===== config.mk =====
export PLATFORM = sky130hd
export DESIGN_NAME = ps2_key_event
export DESIGN_NICKNAME = d
export VERILOG_FILES = /design/src/rtl/ps2_key_event.sv
export SDC_FILE = /design/constraint.sdc
export NUM_CORES = 1
export LEC_CHECK = 0
export BUFFER_PORTS_ARGS = -buffer_cell sky130_fd_sc_hd__buf_2
export CORE_MARGIN = 2
export CORE_UTILIZATION = 41
export CTS_CLUSTER_SIZE = 8
export DETAILED_ROUTE_END_ITERATION = 7
export GPL_TIMING_DRIVEN = 0
export PLACE_DENSITY_LB_ADDON = 0.3
export SLEW_MARGIN = 20
export SYNTH_ARGS = -nofsm -noshare
export SYNTH_HDL_FRONTEND = slang
export SYNTH_SLANG_ARGS = --single-unit
export TNS_END_PERCENT = 1

===== constraint.sdc =====
create_clock -name clk -period 2.6 [get_ports clk]
set_clock_uncertainty 0.05 [all_clocks]
set_input_delay 0.52 -clock clk [delete_from_list [all_inputs] [get_ports clk]]
set_output_delay 0.52 -clock clk [all_outputs]
set_load 0.02 [all_outputs]

===== src/rtl/ps2_key_event.sv =====
// ps2_key_event: pops PS/2 scan-code bytes from the receiver FIFO and folds
// E0/F0/E1 prefixes into one key event per key, with modifier/repeat tracking.
// Ports:
//   clk, clr                 clock, async active-high reset
//   kb_data, kb_ready        FIFO head byte and non-empty flag
//   kb_nextdata_n            registered pop strobe, low one cycle per byte
//   ev_valid, ev_ready       event register handshake
//   ev_code/ev_break/ev_ext  key code and prefix flags of the event
//   ev_repeat, ev_mods       typematic flag, {caps,alt,ctrl,shift} after event
//   ev_count                 non-repeat press counter (wraps)
//   shift_o/ctrl_o/alt_o/caps_o  live modifier levels
module ps2_key_event #(
    parameter int unsigned PAUSE_SKIP = 7,
    parameter int unsigned CNT_W      = 8
) (
    input  logic             clk,
    input  logic             clr,
    input  logic [7:0]       kb_data,
    input  logic             kb_ready,
    output logic             kb_nextdata_n,
    output logic             ev_valid,
    input  logic             ev_ready,
    output logic [7:0]       ev_code,
    output logic             ev_break,
    output logic             ev_ext,
    output logic             ev_repeat,
    output logic [3:0]       ev_mods,
    output logic [CNT_W-1:0] ev_count,
    output logic             shift_o,
    output logic             ctrl_o,
    output logic             alt_o,
    output logic             caps_o
);

    localparam int SKIP_W = (PAUSE_SKIP < 2) ? 1 : $clog2(PAUSE_SKIP + 1);

    typedef enum logic [1:0] {
        S_IDLE,
        S_POP,
        S_GAP
    } state_t;

    state_t state, state_d;
    logic   pop_go;

    logic [7:0]        byte_q;
    logic              ext_q, ext_d;
    logic              brk_q, brk_d;
    logic [SKIP_W-1:0] skip_q, skip_d;
    logic              lshift_q, lshift_d;
    logic              rshift_q, rshift_d;
    logic              lctrl_q, lctrl_d;
    logic              rctrl_q, rctrl_d;
    logic              lalt_q, lalt_d;
    logic              ralt_q, ralt_d;
    logic              caps_q, caps_d;
    logic              held_v_q, held_v_d;
    logic [8:0]        held_q, held_d;
    logic [CNT_W-1:0]  cnt_d;

    logic              emit;
    logic              rep;
    logic              same;
    logic              mk;
    logic [8:0]        key;
    logic [3:0]        mods_d;
    logic              is_e1, is_e0, is_f0, is_noise;

    // Event decoded in POP waits here one cycle and enters the output
    // register in GAP; the register is always free by then because the
    // pop was only issued when it was empty or draining.
    logic              pend_v;
    logic [7:0]        pend_code;
    logic              pend_brk;
    logic              pend_ext;
    logic              pend_rep;
    logic [3:0]        pend_mods;

    always_comb begin
        state_d = state;
        pop_go  = 1'b0;
        unique case (state)
            S_IDLE: begin
                if (kb_ready && !(ev_valid && !ev_ready)) begin
                    pop_go  = 1'b1;
                    state_d = S_POP;
                end
            end
            S_POP:   state_d = S_GAP;
            S_GAP:   state_d = S_IDLE;
            default: state_d = S_IDLE;
        endcase
    end

    always_ff @(posedge clk or posedge clr) begin
        if (clr) state <= S_IDLE;
        else     state <= state_d;
    end

    assign is_e1    = (byte_q == 8'hE1);
    assign is_e0    = (byte_q == 8'hE0);
    assign is_f0    = (byte_q == 8'hF0);
    assign is_noise = (byte_q == 8'h00) || (byte_q == 8'hAA) ||
                      (byte_q == 8'hFA) || (byte_q == 8'hFE) ||
                      (byte_q == 8'hFF);
    assign key      = {ext_q, byte_q};
    assign same     = held_v_q && (held_q == key);
    assign mk       = !brk_q;

    always_comb begin
        skip_d   = skip_q;
        ext_d    = ext_q;
        brk_d    = brk_q;
        lshift_d = lshift_q;
        rshift_d = rshift_q;
        lctrl_d  = lctrl_q;
        rctrl_d  = rctrl_q;
        lalt_d   = lalt_q;
        ralt_d   = ralt_q;
        caps_d   = caps_q;
        held_v_d = held_v_q;
        held_d   = held_q;
        cnt_d    = ev_count;
        emit     = 1'b0;
        rep      = 1'b0;
        if (state == S_POP) begin
            if (skip_q != '0) begin
                skip_d = skip_q - SKIP_W'(1);
            end else begin
                unique case (1'b1)
                    is_e1: begin
                        skip_d = SKIP_W'(PAUSE_SKIP);
                        ext_d  = 1'b0;
                        brk_d  = 1'b0;
                    end
                    is_e0: ext_d = 1'b1;
                    is_f0: brk_d = 1'b1;
                    is_noise: begin
                        ext_d = 1'b0;
                        brk_d = 1'b0;
                    end
                    default: begin
                        emit  = 1'b1;
                        ext_d = 1'b0;
                        brk_d = 1'b0;
                        if (!brk_q) begin
                            rep = same;
                            if (!same) begin
                                held_d   = key;
                                held_v_d = 1'b1;
                                cnt_d    = ev_count + CNT_W'(1);
                                if (key == 9'h058) caps_d = !caps_q;
                            end
                        end else if (same) begin
                            held_v_d = 1'b0;
                        end
                        // Each physical modifier key has its own level.
                        case (key)
                            9'h012:  lshift_d = mk;
                            9'h059:  rshift_d = mk;
                            9'h014:  lctrl_d  = mk;
                            9'h114:  rctrl_d  = mk;
                            9'h011:  lalt_d   = mk;
                            9'h111:  ralt_d   = mk;
                            default: ;
                        endcase
                    end
                endcase
            end
        end
        mods_d = {caps_d, lalt_d | ralt_d, lctrl_d | rctrl_d,
                  lshift_d | rshift_d};
    end

    always_ff @(posedge clk or posedge clr) begin
        if (clr) begin
            kb_nextdata_n <= 1'b1;
            byte_q        <= '0;
            ext_q         <= 1'b0;
            brk_q         <= 1'b0;
            skip_q        <= '0;
            lshift_q      <= 1'b0;
            rshift_q      <= 1'b0;
            lctrl_q       <= 1'b0;
            rctrl_q       <= 1'b0;
            lalt_q        <= 1'b0;
            ralt_q        <= 1'b0;
            caps_q        <= 1'b0;
            held_v_q      <= 1'b0;
            held_q        <= '0;
            ev_count      <= '0;
            pend_v        <= 1'b0;
            pend_code     <= '0;
            pend_brk      <= 1'b0;
            pend_ext      <= 1'b0;
            pend_rep      <= 1'b0;
            pend_mods     <= '0;
            ev_valid      <= 1'b0;
            ev_code       <= '0;
            ev_break      <= 1'b0;
            ev_ext        <= 1'b0;
            ev_repeat     <= 1'b0;
            ev_mods       <= '0;
        end else begin
            kb_nextdata_n <= !pop_go;
            if (pop_go) byte_q <= kb_data;
            ext_q    <= ext_d;
            brk_q    <= brk_d;
            skip_q   <= skip_d;
            lshift_q <= lshift_d;
            rshift_q <= rshift_d;
            lctrl_q  <= lctrl_d;
            rctrl_q  <= rctrl_d;
            lalt_q   <= lalt_d;
            ralt_q   <= ralt_d;
            caps_q   <= caps_d;
            held_v_q <= held_v_d;
            held_q   <= held_d;
            ev_count <= cnt_d;
            pend_v   <= emit;
            if (emit) begin
                pend_code <= byte_q;
                pend_brk  <= brk_q;
                pend_ext  <= ext_q;
                pend_rep  <= rep;
                pend_mods <= mods_d;
            end
            if (pend_v && (!ev_valid || ev_ready)) begin
                ev_valid  <= 1'b1;
                ev_code   <= pend_code;
                ev_break  <= pend_brk;
                ev_ext    <= pend_ext;
                ev_repeat <= pend_rep;
                ev_mods   <= pend_mods;
            end else if (ev_valid && ev_ready) begin
                ev_valid <= 1'b0;
            end
        end
    end

    assign shift_o = lshift_q | rshift_q;
    assign ctrl_o  = lctrl_q | rctrl_q;
    assign alt_o   = lalt_q | ralt_q;
    assign caps_o  = caps_q;

endmodule

After elaboration in Yosys (flattened, before gate mapping)

Index checks and enable logic that the tools add are counted.

Bitwise operators: 12
Muxes and demuxes: 50
Reduce and logical (&&, ||, !) cells: 27
Add/subtract/negate cells: 2
Equal/unequal tests: 19

Operators with widths:

| cell                                                                   | number |
|---|---|
| 8-bit equality test (second input constant)                            | 7 |
| 1-bit two-way mux                                                      | 44 |
| 9-bit by 5-bit equality test with 1-bit output (second input constant) | 3 |
| 9-bit by 7-bit equality test with 1-bit output (second input constant) | 2 |
| 9-bit equality test (second input constant)                            | 2 |
| 5-bit AND reduction                                                    | 2 |
| 9-bit equality test                                                    | 1 |
| 8-bit by 1-bit adder with 8-bit output (second input constant)         | 1 |
| 8-bit logical NOT                                                      | 1 |
| 1-bit logical NOT                                                      | 6 |
| 3-bit two-way mux                                                      | 2 |
| 1-bit NOT                                                              | 6 |
| 1-bit bitwise OR                                                       | 6 |
| 3-bit AND reduction                                                    | 2 |
| 1-bit logical AND                                                      | 5 |
| 1-bit logical OR                                                       | 5 |
| 2-bit != test (second input constant)                                  | 2 |
| 1-bit case mux with 2 select lines                                     | 2 |
| 2-bit case mux with 2 select lines                                     | 1 |
| 2-bit nonzero test                                                     | 2 |
| 4-bit OR reduction                                                     | 1 |
| 3-bit nonzero test                                                     | 1 |
| 3-bit by 1-bit subtractor with 3-bit output (second input constant)    | 1 |
| 2-bit by 1-bit equality test with 1-bit output (second input constant) | 1 |
| 4 further kinds                                                        | 4 |

Bits in registers: 73
Logic and storage cells: 138
Input port bits: 12
Output and inout bits: 29

Logic depth before layout (Yosys ltp)

Gate-level depths: netlist (run 1).

Word-level depth: 10
Depth in mapped cells: 9
Mapped depth without buffers: 8

Least setup slack after synthesis (run 1)

No wires, ideal clock.

Kind: reg-to-reg
From: reg skip_q[0]
To: reg held_q[5]
Setup slack: 540 ps
Required time: 2,423 ps
Period minus slack after synthesis: 2,060 ps
Cell stages (with the launch flop): 10
Data arrival time: 1,883 ps
Buffers on the path: 1
Setup time: 127 ps
Path through: dfrtp_1 > inv_1 > ha_1 > and4bb_2 > o21ai_1 > or3_4 > inv_4 > nand2_4 > buf_12 > mux2_1

Longest elaborated chain between the ends: 3

Ends and longest elaborated chain:

| item                                 | RTL line | RTL |
|---|---|---|
| from (decl)                          | 49       | `logic [SKIP_W-1:0] skip_q, skip_d;` |
| from (signal assigned)               | 209      | `skip_q <= skip_d;` |
| 3-bit nonzero test                   | 127      | `if (skip_q != '0) begin` |
| 1-bit NOT (no source line)           | -        |  |
| 5-bit AND reduction (no source line) | -        |  |
| to (signal assigned)                 | 218      | `held_q <= held_d;` |
| to (decl)                            | 58       | `logic [8:0] held_q, held_d;` |

No other way between the ends.
A chain may end at the register's enable or synchronous reset.

Worst setup path in the final report (run 1)

From: reg skip_q[0]
To: reg ev_count[5]

Longest elaborated chain between the ends: 3

Ends and longest elaborated chain:

| item                                 | RTL line | RTL |
|---|---|---|
| 3-bit nonzero test                   | 127      |  |
| 1-bit NOT (no source line)           | -        |  |
| 5-bit AND reduction (no source line) | -        |  |
| to (signal assigned)                 | 219      | `ev_count <= cnt_d;` |
| to (decl)                            | 28       | `output logic [CNT_W-1:0] ev_count,` |

No other way between the ends.

==> results of run 1 <==
[where the power goes]
| group | internal, mW | leakage (nW) | total (mW) | switching, mW |
|---|---|---|---|---|
| clock network | 0.736 | 0.133 | 1.18 | 0.439 |
| registers | 1.55 | 0.935 | 1.79 | 0.244 |
| logic | 0.744 | 0.931 | 1.62 | 0.874 |
| total | 3.03 | 2.00 | 4.59 | 1.56 |
[cells by family (layout without fill, tap and decap cells)]
family,count (synthesis),after routing
AO/OA/AOI/OAI,20,20
XOR/XNOR,17,17
adder cells (fa/ha/maj),4,4
buffers and inverters,28,85
flip-flops,73,73
multiplexers,48,48
AND/OR/NAND/NOR,88,88
[Yosys cell counts (2+ instances only)]
library cell   n  area share, %
dfrtp_1       72             53
nand2_1       28            3.1
mux2_2        24            8.0
mux2_4        15            6.6
xnor2_1       14            3.6
inv_1         10            1.1
nand4_1       10            1.8
nand3_1        9            1.3
nor2_1         9            1.0
mux2i_1        8            2.4
a21oi_1        7            1.0
buf_2          5           0.74
nand2b_1       5           0.92
and3_1         4           0.74
buf_6          4            1.3
ha_1           4            1.5
o21ai_0        4           0.59
and2_1         3           0.55
clkbuf_1       3           0.33
nor4_1         3           0.55
xor2_1         3           0.78
a31oi_1        2           0.37
buf_4          2           0.44
nand3b_1       2           0.44
nand4b_1       2           0.52
nor2b_1        2           0.37
or4_1          2           0.44
[worst max-delay path: stages (launching register included)]
cell	delay, ns
dfrtp_1	0.39
inv_1	0.10
ha_1	0.21
and4bb_2	0.31
o21ai_1	0.08
or3_4	0.38
inv_4	0.10
buf_2	0.23
nand4_1	0.15
xnor2_1	0.15
[registers in the layout, summed over array words and instances (netlist names), 2 cells and up]
register and cells:
byte_q 8, ev_mods 4, ev_count 8, held_q 9, state 2, pend_code 8
pend_mods 4, ev_code 8, skip_q 3
[final cells by class]
type                    instances  area share [%]
plain buffers                  16           2.991
clock inverters                 7           3.551
clock buffers                   9           3.084
inverters                      12           1.246
repair buffers                 41           5.670
multi-input cells             177           34.67
well taps                     105           3.271
flip-flops and latches         73           45.51
[cells in the final DEF (no fill, tap or decap), types with 2 or more instances in the layout]
cell type / synthesis / routed
nand2b_1: 5 / 5
mux2_2: 24 / 24
and3_1: 4 / 4
and2_1: 3 / 3
nor4_1: 3 / 3
bufinv_16: 0 / 4
nand3b_1: 2 / 2
buf_6: 4 / 4
nor2b_1: 2 / 2
nand4b_1: 2 / 2
inv_1: 10 / 9
buf_4: 2 / 2
or4_1: 2 / 2
nand3_1: 9 / 9
clkbuf_1: 3 / 3
ha_1: 4 / 4
xor2_1: 3 / 3
nand2_1: 28 / 28
dfrtp_1: 72 / 72
mux2_4: 15 / 15
nor2_1: 9 / 9
o21ai_0: 4 / 4
buf_2: 5 / 45
clkinv_4: 0 / 2
mux2i_1: 8 / 8
a21oi_1: 7 / 7
xnor2_1: 14 / 14
a31oi_1: 2 / 2
clkbuf_8: 0 / 9
nand4_1: 10 / 10
inv_4: 1 / 2
[layer usage]
layer  wire, microns  GRT usage [%]
met5               0              0
met4              87          5.556
met3             331          4.230
met2            2953          23.76
met1            3036          23.07
[worst paths after layout]
kind                            start       endpoint  slack [ns]  cells after the start
max                         skip_q[0]    ev_count[5]        0.34                      9
max in group asynchronous         clr  kb_nextdata_n        1.79                      3
min reg2reg                    pend_v       ev_valid        0.42                      1
min                               clr       ev_valid        0.11                      2
min in group clk           kb_data[6]      byte_q[6]        0.31                      3
max reg2reg                 skip_q[0]    ev_count[5]        0.34                      9
[through the flow]
step           setup TNS [ns]  setup WS, ns  hold slack (ns)  cell area (sq um)  power (mW)
3_3_place_gp           -53.39       -0.7444           0.3928               3720       3.398
6_report                    0        0.3435           0.1130               4016       4.587
3_5_place_dp                0        0.3585           0.4002               3750       3.451
2_1_floorplan               0        0.1784           0.3846               3388       3.002
5_1_grt                     0        0.2043           0.1489               4016       4.919
4_1_cts                     0        0.3279           0.1166               4016       4.633
==> results by group, run 1 <==
Cells and area
  – Filler instances: 785
  – Share of cells above drive strength 1: 34.33%
  – Storage element area: 0.001828 sq mm
  – Footprint of the multi-input gates: 0.001393 sq mm
  – Area grow syn2layout: 18.54%
  – NumNets Final: 346
  – Utilization after layout: 49.63%
  – Ant diodes: 0
  – Layout Cells excl Fill: 440

Synthesis
  – Adder-cell area share of the yosys netlist: 1.477%
  – Commonest register cell after synthesis: dfrtp_1
  – Syn avg cell area: 12.19 sq um
  – Largest family of logic cells by synthesized area: multiplexers
  – Post-Synth Simple-Gate Area: 14.14%
  – Post-synth EDFFs: 0
  – FFs w/ async S/R, synth: 100.0%
  – Synth Register Bits: 73
  – Register area share after synthesis: 53.95%
  – Cell Area, Synth: 0.003388 sq mm
  – Distinct cells, synth: 49
  – Net Count, Synth: 294
  – Gate Count Post-Synth: 278
  – Synth Area in XOR/XNOR: 4.394%
  – Synth Warn #: 0
  – Complex-gate fraction of the synthesized area: 3.767%
  – Multiplexer share of the synthesized area: 17.32%

Floorplanning
  – Initial Util: 41.87%
  – Die height: 94.91 microns
  – Boundary pin count: 41
  – DIE AREA: 0.009007 sq mm
  – Die width: 94.91 microns
  – Core Area: 0.008093 sq mm
  – # rows: 33

Route
  – DRT Pass-1 Iters: 4
  – Vias: 2200
  – DRC: 0
  – Drt via density: 5.000
  – Final wirelength: 6.409 mm
  – Iter 0 DRT Violations: 107
  – Post-route ant nets: 0
  – WL per Instance: 14.57 microns

CTS
  – Root Buffer Master: clkbuf_8
  – Clock Path Buffers: 2
  – Clock slew at reported path FFs: 0.08 ns
  – Latest clock arrival within the worst-skew pair: 0.35 ns
  – Cts hold-fix bufs: 0
  – TritonCTS clock tree: yes
  – Cts bufs inserted: 9
  – Clock net sink count: 73
  – Setup bufs post-CTS: 0
  – Post-cts resize count: 0
  – H-tree level count: 3

Timing
  – Final setup viols: 0
  – Worst-margin pin slew: 0.6400 ns
  – RSZ-0062 raised after global routing: false
  – Crit share post-route: 86.79%
  – Slew Limit Fails: 0
  – Final Hold Viols: 0
  – Max_slew headroom: 57.34%
  – Fin crit period: 2.257 ns
  – Max Freq: 443.2 MHz

Global route
  – Vias in the first global route: 2139
  – Initial antenna violation count: 0
  – Overall Global Routing Usage: 16.14%
  – Largest net degree at the start of global routing: 44
  – Global route overflow: 0
  – First-pass GRT wire length: 10.94 mm

Critical path
  – Startpoint Class: flip-flop
  – CP endpoint kind: flip-flop
  – Arrival time at the worst endpoint: 2.45 ns
  – Worst EP required: 2.79 ns
  – WS Path Type: reg2reg
  – CP max FO: 10

Pwr
  – Max IR drop VDD: 393.3 uV
  – Pwr Density: 1142 mW/mm^2
  – Leak Pwr: 1.999 nW

Worst hold path
  – Hold/Removal Path Class: in2async

Placement
  – Placed Instances: 424
  – RePlAce Congestion: 0.8118
  – Post-DP HPWL: 4.496 mm
  – I/O Buffers: 40

Outcome
  – Status: finished, final reports clean

Flow run
  – Max_cap viols: 0
Power figures use the tool's default switching activity.
==> run 2, diff against run 1 <==
CORE_UTILIZATION = 45   (was 41)
CTS_BUF_LIST = sky130_fd_sc_hd__clkbuf_16   (was not set)
==> run 2 against run 1 <==
Net effect: worst setup slack got worse by 0.017 ns; via count increased by 1.9%; clock power barely moved; die area decreased by 8.5%; wire length is 0.22% lower; count of clock-buffer cells in the layout did not move; critical path type unchanged; critical endpoint is now ev_count[6]; largest cell class unchanged; largest power group unchanged.
==> results by group, run 2 (synthesized netlist as in run 1, its figures left out) <==
Outcome
  – Status: finished, final reports clean

Cells and area
  – Filler instances: 651 (-17%)
  – Max reg flops: 9 (unchanged)
  – Layout Cells excl Fill: 434 (-1.4%)
  – Ant diodes: 0 (unchanged)
  – Largest reg by FF count: held_q
  – NumNets Final: 346 (unchanged)
  – Area grow syn2layout: 18.94%
  – Most common cell after layout, fill and taps aside: dfrtp_1
  – Share of cells above drive strength 1: 33.43% (-0.90 points)
  – Most frequent cells in the layout: dfrtp_1, buf_2, nand2_1, mux2_2, mux2_4
  – Utilization after layout: 55.56% (+5.9 points)

Critical path
  – WS Path Type: reg2reg
  – Slowest CP cell: dfrtp_1
  – CP max FO: 10 (unchanged)
  – Arrival time at the worst endpoint: 2.44 ns (about the same)
  – Sequence of cells on the critical path: inv_1 > ha_1 > and4bb_2 > o21ai_1 > or3_4 > inv_4 > buf_2 > nand4_1 > xnor2_1
  – Reg2Reg Capture Point: ev_count[6]
  – Worst r2r src: skip_q[0]
  – Worst r2r path cells: 9 (unchanged)
  – Reg-to-reg setup timing slack: 0.33 ns (-0.02 ns)
  – CP endpoint kind: flip-flop
  – Max stage delay on crit path: 0.38 ns (about the same)
  – Startpoint Class: flip-flop
  – Worst EP required: 2.76 ns (-0.03 ns)

CTS
  – Latest clock arrival within the worst-skew pair: 0.33 ns (-0.02 ns)
  – Root Buffer Master: clkbuf_16
  – Clock slew at reported path FFs: 0.06 ns (-0.02 ns)
  – Clock net sink count: 73 (unchanged)
  – Cts bufs inserted: 9 (unchanged)
  – H-tree level count: 3 (unchanged)
  – Cts hold-fix bufs: 0 (unchanged)
  – Clock Path Buffers: 2 (unchanged)
  – Setup bufs post-CTS: 0 (unchanged)
  – TritonCTS clock tree: yes
  – Post-cts resize count: 0 (unchanged)

Pwr
  – Pwr Density: 1141 mW/mm^2 (about the same)
  – Leak Pwr: 2.007 nW (+0.41%)
  – Max IR drop VDD: 386.9 uV (-1.6%)
  – Internal: 3.028 mW (about the same)
  – Combinational Power Share: 35.3% (about the same)
  – Switching Fraction: 34.16% (+0.21 points)
  – Switching power: 1.571 mW (+0.91%)
  – Flop pwr share: 39.0% (about the same)
  – Share of power burned in the clock network: 25.7% (about the same)

Worst hold path
  – Hold/Removal Path Class: in2async

Flow run
  – Max_cap viols: 0 (unchanged)

Route
  – Iter 0 DRT Violations: 93 (-13%)
  – Final wirelength: 6.395 mm (-0.22%)
  – DRT Pass-1 Iters: 4 (unchanged)
  – Drt via density: 5.166 (+3.3%)
  – Vias: 2242 (+1.9%)
  – Post-route ant nets: 0 (unchanged)
  – WL per Instance: 14.74 microns (+1.2%)
  – DRC: 0 (unchanged)

Placement
  – I/O Buffers: 40 (unchanged)
  – Placed Instances: 418 (-1.4%)
  – RePlAce Congestion: 0.7766 (-4.3%)
  – Post-DP HPWL: 4.454 mm (-0.94%)

Timing
  – Hold slack: 0.1131 ns (+0.0001030 ns)
  – RSZ-0062 raised after global routing: false
  – Final Hold Viols: 0 (unchanged)
  – Worst-margin pin slew: 0.5698 ns (-0.07020 ns)
  – Fin crit period: 2.274 ns (+0.01708 ns)
  – Max_slew headroom: 62.02% (+4.7 points)
  – Post-route setup TNS: 0 ns (unchanged)
  – Max Freq: 439.8 MHz (-0.75%)
  – Final setup viols: 0 (unchanged)
  – Crit share post-route: 87.45% (+0.66 points)
  – Slew Limit Fails: 0 (unchanged)

Global route
  – Initial antenna violation count: 0 (unchanged)
  – First-pass GRT wire length: 11.03 mm (+0.76%)
  – Largest net degree at the start of global routing: 50 (+14%)
  – Overall Global Routing Usage: 17.05% (+0.91 points)
  – Vias in the first global route: 2232 (+4.3%)
  – Global route overflow: 0 (unchanged)

Floorplanning
  – Boundary pin count: 41 (unchanged)
  – Die height: 90.77 microns (-4.4%)
  – # rows: 31 (-6.1%)
  – Core Area: 0.007253 sq mm (-10%)
  – DIE AREA: 0.008239 sq mm (-8.5%)
  – Die width: 90.77 microns (-4.4%)
  – Initial Util: 46.71% (+4.8 points)
## run 2: cell count changes in the layout (fill, tap and decap cells not counted), moves of 2 or more
cell / before / now
clkbuf_8: 9 / 0
bufinv_16: 4 / 1
clkbuf_16: 0 / 9
clkinv_1: 1 / 3
## run 2: worst max-delay path by stage
stage / startpoint / to / slack (ns) / depth (start not counted)
5_1_grt: skip_q[0] / ev_count[7] / 0.18 / 9
2_1_floorplan: clr / brk_q / 0.18 / 1
4_1_cts: skip_q[0] / ev_count[6] / 0.30 / 9
6_report: skip_q[0] / ev_count[6] / 0.33 / 9
3_5_place_dp: skip_q[0] / ev_count[6] / 0.32 / 9
3_3_place_gp: clr / ev_count[5] / -0.68 / 2
## run 2: per-stage QoR
stage	cell area, sq um	total power, mW	setup WS (ns)
finish	4030	4.600	0.3264
global route	4030	4.911	0.1827
CTS	4030	4.651	0.2978
detailed placement	3742	3.445	0.3184
global placement	3712	3.390	-0.6800
floorplan	3388	3.002	0.1784
## run 2: routing by layer
layer | track usage, % | vias to the layer above | part of all wire [%]
met1 | 21.95 | 1100 | 46
met2 | 27.80 | 52 | 48
met4 | 6.818 | 0 | 1.8
met5 | 0 | - | 0
li1 | - | 1080 | -
met3 | 4.090 | 10 | 4.3
## run 2: power by group through the flow
stage	Clock (mW)	Sequential (mW)	Combinational, mW
2_1_floorplan	0	1.92	1.08
3_3_place_gp	0	1.79	1.60
3_5_place_dp	0	1.81	1.63
4_1_cts	1.21	1.80	1.64
5_1_grt	1.26	1.86	1.80
6_report	1.18	1.79	1.62
## run 2: area by class of cell
class	instances	area [sq um]	share of cell area (%)
Buffer	16	120.1	2.980
Clock buffer	9	225.2	5.588
Clock inverter	7	62.56	1.552
Inverter	12	50.05	1.242
Multi-Input combinational cell	177	1393	34.55
Sequential cell	73	1828	45.36
Tap cell	99	123.9	3.074
Timing Repair Buffer	41	227.7	5.650
## run 2: critical path: cells and delay by family (launching register included)
kind | cells | cell delay, ns
adder cells (fa/ha/maj) | 1 | 0.22
XOR/XNOR | 1 | 0.15
buffers and inverters | 3 | 0.43
flip-flops | 1 | 0.38
AO/OA/AOI/OAI | 1 | 0.09
AND/OR/NAND/NOR | 3 | 0.84
